===== src/rtl/btb_pkg.sv =====
// Shared types, default geometry and PC field helpers for the associative BTB.
// Latency: n/a (declarations only).
// Backpressure: n/a.
package btb_pkg;
    localparam int BTB_ADDR_W    = 32;
    localparam int BTB_SETS_LOG2 = 4;
    localparam int BTB_WAYS      = 2;
    localparam int BTB_TAG_W     = BTB_ADDR_W - BTB_SETS_LOG2 - 2;

    typedef enum logic [1:0] {
        IDLE    = 2'd0,
        WRITE   = 2'd1,
        RESPOND = 2'd2
    } btb_state_t;

    // Set index: the word-aligned PC bits directly above the byte offset.
    function automatic logic [BTB_SETS_LOG2-1:0] btb_index(input logic [BTB_ADDR_W-1:0] pc);
        return BTB_SETS_LOG2'(pc >> 2);
    endfunction

    // Tag: every PC bit above the set index.
    function automatic logic [BTB_TAG_W-1:0] btb_tag(input logic [BTB_ADDR_W-1:0] pc);
        return BTB_TAG_W'(pc >> (BTB_SETS_LOG2 + 2));
    endfunction
endpackage


===== src/rtl/btb_assoc_ctrl_if.sv =====
// Lookup, update and flush signals between fetch/EX (master) and the BTB (slave).
// Latency: n/a (wiring only); BTB_STATS_EN adds the hit/miss counter outputs.
// Backpressure: write is held by the master until resp pulses; lookups never stall.
interface btb_assoc_ctrl_if import btb_pkg::*; #(
    parameter int ADDR_W = BTB_ADDR_W
);
    logic              lookup_valid;
    logic [ADDR_W-1:0] lookup_pc;
    logic              lookup_resp;
    logic              hit;
    logic [ADDR_W-1:0] target;
    logic              write;
    logic [ADDR_W-1:0] write_pc;
    logic [ADDR_W-1:0] write_target;
    logic              resp;
    logic              flush;
`ifdef BTB_STATS_EN
    logic [31:0]       hit_count;
    logic [31:0]       miss_count;
`endif

    modport master (
        output lookup_valid, lookup_pc, write, write_pc, write_target, flush,
        input  lookup_resp, hit, target, resp
`ifdef BTB_STATS_EN
        , input hit_count, miss_count
`endif
    );

    modport slave (
        input  lookup_valid, lookup_pc, write, write_pc, write_target, flush,
        output lookup_resp, hit, target, resp
`ifdef BTB_STATS_EN
        , output hit_count, miss_count
`endif
    );
endinterface


===== src/rtl/btb_replace.sv =====
// Per-set round-robin pointers and the tag-hit / first-invalid / pointer way choice.
// Latency: way select is combinational; the pointer moves at the commit edge.
// Backpressure: none; the owner decides when an update commits.
module btb_replace import btb_pkg::*; #(
    parameter int SETS_LOG2 = BTB_SETS_LOG2,
    parameter int WAYS      = BTB_WAYS,
    parameter int WAY_W     = (WAYS > 1) ? $clog2(WAYS) : 1
) (
    input  logic                 clk,
    input  logic                 rst,
    input  logic [SETS_LOG2-1:0] set_idx,
    input  logic [WAYS-1:0]      match,
    input  logic [WAYS-1:0]      valid,
    input  logic                 commit,
    output logic [WAY_W-1:0]     way_sel,
    output logic                 ptr_adv
);
    localparam int SETS = 1 << SETS_LOG2;

    logic [WAY_W-1:0] cur_ptr;

    if (WAYS > 1) begin : g_rr
        logic [WAY_W-1:0] ptr_q [SETS];
        logic [WAY_W-1:0] ptr_d [SETS];

        // Advance only the written set's pointer, and only when it chose the victim.
        always_comb begin
            ptr_d = ptr_q;
            if (commit && ptr_adv) begin
                ptr_d[set_idx] = ptr_q[set_idx] + WAY_W'(1);
            end
        end

        // Pointer registers; power-of-two WAYS makes the wrap free.
        always_ff @(posedge clk) begin
            if (rst) begin
                for (int s = 0; s < SETS; s++) ptr_q[s] <= '0;
            end else begin
                ptr_q <= ptr_d;
            end
        end

        assign cur_ptr = ptr_q[set_idx];
    end else begin : g_dm
        assign cur_ptr = '0;
    end

    // Priority: matching way, else lowest invalid way, else round-robin victim.
    always_comb begin
        way_sel = cur_ptr;
        ptr_adv = 1'b1;
        for (int w = WAYS - 1; w >= 0; w--) begin
            if (!valid[w]) begin
                way_sel = WAY_W'(w);
                ptr_adv = 1'b0;
            end
        end
        for (int w = WAYS - 1; w >= 0; w--) begin
            if (match[w]) begin
                way_sel = WAY_W'(w);
                ptr_adv = 1'b0;
            end
        end
    end
endmodule


===== src/rtl/btb_assoc_ctrl.sv =====
// Set-associative BTB: pipelined lookups plus a write/resp update FSM with flush (stats under BTB_STATS_EN).
// Latency: lookup 1 cycle; write raised in cycle N gets resp in cycle N+2.
// Backpressure: lookups accepted every cycle; write must be held until resp.
module btb_assoc_ctrl import btb_pkg::*; #(
    parameter int ADDR_W    = BTB_ADDR_W,
    parameter int SETS_LOG2 = BTB_SETS_LOG2,
    parameter int WAYS      = BTB_WAYS
) (
    input  logic        clk,
    input  logic        rst,
    btb_assoc_ctrl_if.slave bus
);
    localparam int SETS  = 1 << SETS_LOG2;
    localparam int TAG_W = ADDR_W - SETS_LOG2 - 2;
    localparam int WAY_W = (WAYS > 1) ? $clog2(WAYS) : 1;

    logic [WAYS-1:0]   valid_q [SETS];
    logic [WAYS-1:0]   valid_d [SETS];
    logic [TAG_W-1:0]  tag_q   [SETS][WAYS];
    logic [TAG_W-1:0]  tag_d   [SETS][WAYS];
    logic [ADDR_W-1:0] tgt_q   [SETS][WAYS];
    logic [ADDR_W-1:0] tgt_d   [SETS][WAYS];

    btb_state_t        state_q;
    logic              resp_q;
    logic              lookup_resp_q, lookup_resp_d;
    logic              hit_q, hit_d;
    logic [ADDR_W-1:0] target_q, target_d;

    logic [SETS_LOG2-1:0] lk_idx, wr_idx;
    logic [TAG_W-1:0]     lk_tag, wr_tag;
    logic [WAYS-1:0]      wr_match;
    logic [WAY_W-1:0]     way_sel;
    logic                 ptr_adv;
    logic                 wr_commit;

    assign lk_idx    = SETS_LOG2'(bus.lookup_pc >> 2);
    assign lk_tag    = TAG_W'(bus.lookup_pc >> (SETS_LOG2 + 2));
    assign wr_idx    = SETS_LOG2'(bus.write_pc >> 2);
    assign wr_tag    = TAG_W'(bus.write_pc >> (SETS_LOG2 + 2));
    assign wr_commit = (state_q == WRITE);

    // Tag compare of the pending update against its set, feeding the way chooser.
    always_comb begin
        wr_match = '0;
        for (int w = 0; w < WAYS; w++) begin
            wr_match[w] = valid_q[wr_idx][w] && (tag_q[wr_idx][w] == wr_tag);
        end
    end

    btb_replace #(
        .SETS_LOG2 (SETS_LOG2),
        .WAYS      (WAYS),
        .WAY_W     (WAY_W)
    ) u_replace (
        .clk     (clk),
        .rst     (rst),
        .set_idx (wr_idx),
        .match   (wr_match),
        .valid   (valid_q[wr_idx]),
        .commit  (wr_commit),
        .way_sel (way_sel),
        .ptr_adv (ptr_adv)
    );

    // Lookup reads pre-edge array state, so a same-edge commit or flush is not seen.
    always_comb begin
        lookup_resp_d = bus.lookup_valid;
        hit_d         = 1'b0;
        target_d      = '0;
        for (int w = 0; w < WAYS; w++) begin
            if (bus.lookup_valid && valid_q[lk_idx][w] && (tag_q[lk_idx][w] == lk_tag)) begin
                hit_d    = 1'b1;
                target_d = tgt_q[lk_idx][w];
            end
        end
    end

    // Lookup response registers.
    always_ff @(posedge clk) begin
        if (rst) begin
            lookup_resp_q <= 1'b0;
            hit_q         <= 1'b0;
            target_q      <= '0;
        end else begin
            lookup_resp_q <= lookup_resp_d;
            hit_q         <= hit_d;
            target_q      <= target_d;
        end
    end

    // Array next state: the commit goes in first so a coincident flush overrides it.
    always_comb begin
        valid_d = valid_q;
        tag_d   = tag_q;
        tgt_d   = tgt_q;
        if (wr_commit) begin
            valid_d[wr_idx][way_sel] = 1'b1;
            tag_d[wr_idx][way_sel]   = wr_tag;
            tgt_d[wr_idx][way_sel]   = bus.write_target;
        end
        if (bus.flush) begin
            for (int s = 0; s < SETS; s++) valid_d[s] = '0;
        end
    end

    // Valid bits reset; a reset on the commit edge therefore discards the update.
    always_ff @(posedge clk) begin
        if (rst) begin
            for (int s = 0; s < SETS; s++) valid_q[s] <= '0;
        end else begin
            valid_q <= valid_d;
        end
    end

    // Tag and target storage carries no reset; valid bits gate every use.
    always_ff @(posedge clk) begin
        tag_q <= tag_d;
        tgt_q <= tgt_d;
    end

    // Update FSM with registered resp, high exactly during RESPOND.
    always_ff @(posedge clk) begin
        if (rst) begin
            state_q <= IDLE;
            resp_q  <= 1'b0;
        end else begin
            resp_q <= 1'b0;
            case (state_q)
                IDLE:    if (bus.write) state_q <= WRITE;
                WRITE: begin
                    state_q <= RESPOND;
                    resp_q  <= 1'b1;
                end
                RESPOND: state_q <= IDLE;
                default: state_q <= IDLE;
            endcase
        end
    end

    assign bus.lookup_resp = lookup_resp_q;
    assign bus.hit         = hit_q;
    assign bus.target      = target_q;
    assign bus.resp        = resp_q;

`ifdef BTB_STATS_EN
    logic [31:0] hit_count_q, hit_count_d;
    logic [31:0] miss_count_q, miss_count_d;

    // Count each delivered lookup response, saturating at all-ones.
    always_comb begin
        hit_count_d  = hit_count_q;
        miss_count_d = miss_count_q;
        if (lookup_resp_q) begin
            if (hit_q) begin
                if (hit_count_q != '1) hit_count_d = hit_count_q + 32'd1;
            end else begin
                if (miss_count_q != '1) miss_count_d = miss_count_q + 32'd1;
            end
        end
    end

    // Counters clear on reset only; flush leaves them alone.
    always_ff @(posedge clk) begin
        if (rst) begin
            hit_count_q  <= '0;
            miss_count_q <= '0;
        end else begin
            hit_count_q  <= hit_count_d;
            miss_count_q <= miss_count_d;
        end
    end

    assign bus.hit_count  = hit_count_q;
    assign bus.miss_count = miss_count_q;
`endif
endmodule


===== src/flat_wrapper.sv =====
// flat-port wrapper written by rule: the top's interface ports become plain ports
module btb_assoc_ctrl_flat import btb_pkg::*;
#(
    parameter int ADDR_W    = BTB_ADDR_W,
    parameter int SETS_LOG2 = BTB_SETS_LOG2,
    parameter int WAYS      = BTB_WAYS
)
  (clk, rst, bus_lookup_valid, bus_lookup_pc, bus_write, bus_write_pc, bus_write_target, bus_flush, bus_lookup_resp, bus_hit, bus_target, bus_resp);
  btb_assoc_ctrl_if #(.ADDR_W(ADDR_W)) bus_i ();
  input  logic clk;
  input  logic rst;
  input wire logic [$bits(bus_i.lookup_valid)-1:0] bus_lookup_valid;
  input wire logic [$bits(bus_i.lookup_pc)-1:0] bus_lookup_pc;
  input wire logic [$bits(bus_i.write)-1:0] bus_write;
  input wire logic [$bits(bus_i.write_pc)-1:0] bus_write_pc;
  input wire logic [$bits(bus_i.write_target)-1:0] bus_write_target;
  input wire logic [$bits(bus_i.flush)-1:0] bus_flush;
  output wire logic [$bits(bus_i.lookup_resp)-1:0] bus_lookup_resp;
  output wire logic [$bits(bus_i.hit)-1:0] bus_hit;
  output wire logic [$bits(bus_i.target)-1:0] bus_target;
  output wire logic [$bits(bus_i.resp)-1:0] bus_resp;
  assign bus_i.lookup_valid = bus_lookup_valid;
  assign bus_i.lookup_pc = bus_lookup_pc;
  assign bus_i.write = bus_write;
  assign bus_i.write_pc = bus_write_pc;
  assign bus_i.write_target = bus_write_target;
  assign bus_i.flush = bus_flush;
  assign bus_lookup_resp = bus_i.lookup_resp;
  assign bus_hit = bus_i.hit;
  assign bus_target = bus_i.target;
  assign bus_resp = bus_i.resp;
  btb_assoc_ctrl #(.ADDR_W(ADDR_W), .SETS_LOG2(SETS_LOG2), .WAYS(WAYS)) u_core (.clk(clk), .rst(rst), .bus(bus_i));
endmodule

===== config.mk =====
export PLATFORM = sky130hd
export DESIGN_NAME = btb_assoc_ctrl_flat
export DESIGN_NICKNAME = d
export VERILOG_FILES = /design/src/rtl/btb_pkg.sv /design/src/rtl/btb_assoc_ctrl_if.sv /design/src/rtl/btb_replace.sv /design/src/rtl/btb_assoc_ctrl.sv /design/src/flat_wrapper.sv
export SDC_FILE = /design/constraint.sdc
export NUM_CORES = 2
export LEC_CHECK = 0
export ABC_CLOCK_PERIOD_IN_PS = 15710
export BUFFER_PORTS_ARGS = -buffer_cell sky130_fd_sc_hd__buf_2
export CAP_MARGIN = 20
export CORE_MARGIN = 1
export CORE_UTILIZATION = 50
export DETAILED_ROUTE_END_ITERATION = 16
export PLACE_DENSITY_LB_ADDON = 0.15
export SLEW_MARGIN = 30
export SYNTH_ARGS = -nofsm -noshare
export SYNTH_HDL_FRONTEND = slang
export SYNTH_SLANG_ARGS = --single-unit

===== constraint.sdc =====
create_clock -name clk -period 15.71 [get_ports clk]
set_input_delay 3.142 -clock clk [delete_from_list [all_inputs] [get_ports clk]]
set_output_delay 3.142 -clock clk [all_outputs]
set_load 0.05 [all_outputs]

==> impl_metrics.toml <==
[grt]
antenna_found_initial = 16
first_global_vias = 42470
grt_start_max_net_pins = 124
grt_use_total_pct = 27.24
grt_remaining_overflow = 0
grt_pass1_wl_um = 319200

[timing]
worst_pin_slew_ns = 1.051
fin_skew_ns = 0.02717
hold_violations = 0
fin_crit_sh_pct = 58.42
final-setup-viol-count = 0
fmax_ghz = 0.1090
min_period_ns = 9.177
finalSetupTns_ns = 0
relSlewSlack_pct = 29.91
slew_violations = 0
rsz0062_at_grt = "false"

[synthesis]
yosys_warnings = 0
synth-edff-count = 1856
synth_cells = 3838
synth_ff_type = "edfxtp_1"
synth_area_um2 = 82140
synthesis.nets = 3939
yosysUniqueCellTypes = 70
ys_ff_latch = 1941
synth.largest_area_cell = "edfxtp_1"
async_flop_share_pct = 0
netlist_top_cells_area = "edfxtp_1 (68%), mux4_2 (21%), mux2i_1 (2.2%), dfxtp_1 (2.1%), xnor2_1 (0.83%)"
synth.top_cell.area_share_pct = 67.85
ys_seq_area_share_pct = 69.92
postSynthAreaPerCell_um2 = 21.40

[detailed_routing]
wl_per_cell_um = 35.39
vias = 42250
remaining_drc_errors = 0
routed_wl_um = 225500
ant_nets = 0
dr.pass1.iters = 7
viasPerCell = 6.630
drt_iter0_drc = 5360

[final_layout]
nets = 4131
layout_common_cells = "edfxtp_1 (1856), mux4_2 (768), clkbuf_16 (202)"
seqCellArea_um2 = 57440
layoutNonFillerInstCount = 6372
syn2layout_area_growth_pct = 12.42
nFillCells = 12100
mostFrequentLayoutCell = "edfxtp_1"
drive_gt1_share_pct = 32.61
multi_input_area_um2 = 23640

[placed_design]
post-place-cells = 6003
dp_hpwl_um = 124800
portBuffers = 131
gp_congestion = 0.9582

[setup_path]
crit_path_start_kind = "input port"
critical_path_class = "input port to flip-flop"
critPathRequiredTime_ns = 16.15
endpoint_kind = "flip-flop"
cp_max_fo = 103
crit_arrival_ns = 9.62

[clock_tree]
htree_levels = 4
clkSinkCount = 1941
hold_buffers = 0
clk-insertion-delay-late_ns = 0.85
root_buffer = "clkbuf_16"
cts_buffers = 198
cts_tree = "built"
clk_pin_slew_ns = 0.05
cts_max_path_buffers = 3
ctsResizeCount = 0
post_cts_buffers = 0

[power_and_ir_drop]
pwr-share-clk_pct = 43.1
ir_drop_mv = 0.1083
internal_power_uw = 8778
power_density_nw_per_um2 = 121.2
seq_power_share_pct = 50.8
p_leak_uw = 0.02901
p_sw_share_pct = 21.55
switching_power_uw = 2411
combPwrFrac_pct = 6.1

[outcome]
status = "completed"

[die]
rows = 148
ioPinCount = 136
initial_core_util_pct = 50.41
die_w_um = 407.3
die-area_um2 = 165900
coreArea_um2 = 163000
dieHeight_um = 407.3

[job]
max-cap-violations = 0

[min_path]
min_path_type = "flip-flop to flip-flop"
-- layer usage --
layer	track usage, %	up-vias	part of all wire (%)
met2	42.65	2046	48
li1	-	16900	-
met3	5.334	380	8.4
met5	0	-	0.015
met1	39.05	22920	41
met4	8.394	6	3.1
-- kinds of logic (layout without fill, tap and decap cells) --
group	count (synthesis)	count (layout)	share of synthesized area (%)
AOI/OAI and AO/OA	236	236	2.155
xor gates and xnor gates	97	97	1.034
buffers and inverters	283	640	1.570
DFF	1941	1941	69.92
muxes	964	964	23.47
other	0	2	0
and+or+nand+nor	317	317	1.845
-- state kept, by name, summed over array words and instances, names as in the netlist --
name,cells
u_core.bus.hit,1
u_core.bus.lookup_resp,1
u_core.bus.resp,1
u_core.bus.target,32
u_core.state_q,2
u_core.tag_q,832
u_core.tgt_q,1024
u_core.u_replace.g_rr.ptr_q,16
u_core.valid_q,32
-- power by group through the flow --
stage	Sequential, uW	Combinational, uW	Clock [uW]
after floorplan	5800	422	0
after global placement	5790	683	0
after detailed placement	5790	686	0
after CTS	5680	688	4880
after global routing	5680	720	5070
final	5680	687	4820
-- metrics by stage --
step                hold WS (ns)  total power [uW]  setup WS, ns  area, um^2  util, %
global route              0.4544             11470         6.453       92340    56.67
finish                    0.4129             11190         6.533       92340    56.67
detailed placement        0.4129              6480         5.691       85640    52.55
floorplan                 0.3901              6218         3.598       82140        -
global placement          0.3981              6476         5.671       85590    52.53
CTS                       0.4213             11260         6.567       92280    56.63
-- path summary, 6_finish.rpt --
kind / from / end / slack, ns / depth (start not counted)
worst max-delay path: bus_write_pc[3] / u_core.tgt_q[728] / 6.53 / 13
worst min-delay path: u_core.state_q[1] / u_core.state_q[0] / 0.41 / 1
worst max register to register: u_core.tag_q[3] / u_core.tgt_q[728] / 9.67 / 11
worst min register to register: u_core.state_q[1] / u_core.state_q[0] / 0.41 / 1
-- layout make-up --
class                      instances  share of cell area (%)
inverter                          25                  0.1016
clock buffer                     263                   5.787
clock inverter                   102                   1.406
antenna                            2                0.005420
sequential                      1941                   62.20
timing repair buffer             250                   1.955
multi-input combinational       1614                   25.60
tap                             2175                   2.947
-- synthesized netlist by cell type, types with 17 or more instances --
| cell | instances |
|---|---|
| buf_2 | 77 |
| buf_4 | 19 |
| xnor2_1 | 78 |
| a41oi_1 | 17 |
| dfxtp_1 | 85 |
| o21ai_0 | 23 |
| mux2_2 | 18 |
| inv_1 | 22 |
| clkbuf_1 | 110 |
| a311oi_1 | 17 |
| edfxtp_1 | 1856 |
| and3_1 | 20 |
| a21oi_1 | 23 |
| o22ai_1 | 22 |
| nor2_1 | 82 |
| mux2i_1 | 178 |
| o31ai_1 | 17 |
| a22oi_1 | 25 |
| nor2b_1 | 18 |
| mux4_2 | 768 |
| xor2_1 | 19 |
| nand2_1 | 98 |
| nor3_1 | 27 |
| nor4_1 | 18 |
| buf_1 | 44 |
-- critical path: stages --
cell and delay, ns:
buf_8 0.46, buf_12 0.64, mux4_2 0.47, o2bb2ai_1 0.16
a311o_1 0.35, o41a_1 0.38, a2111oi_2 0.38, nand4_1 0.22
or4_1 0.54, buf_4 0.28, a211o_4 0.61, nor2_4 0.81
buf_4 0.92
Power figures use the tool's default switching activity.
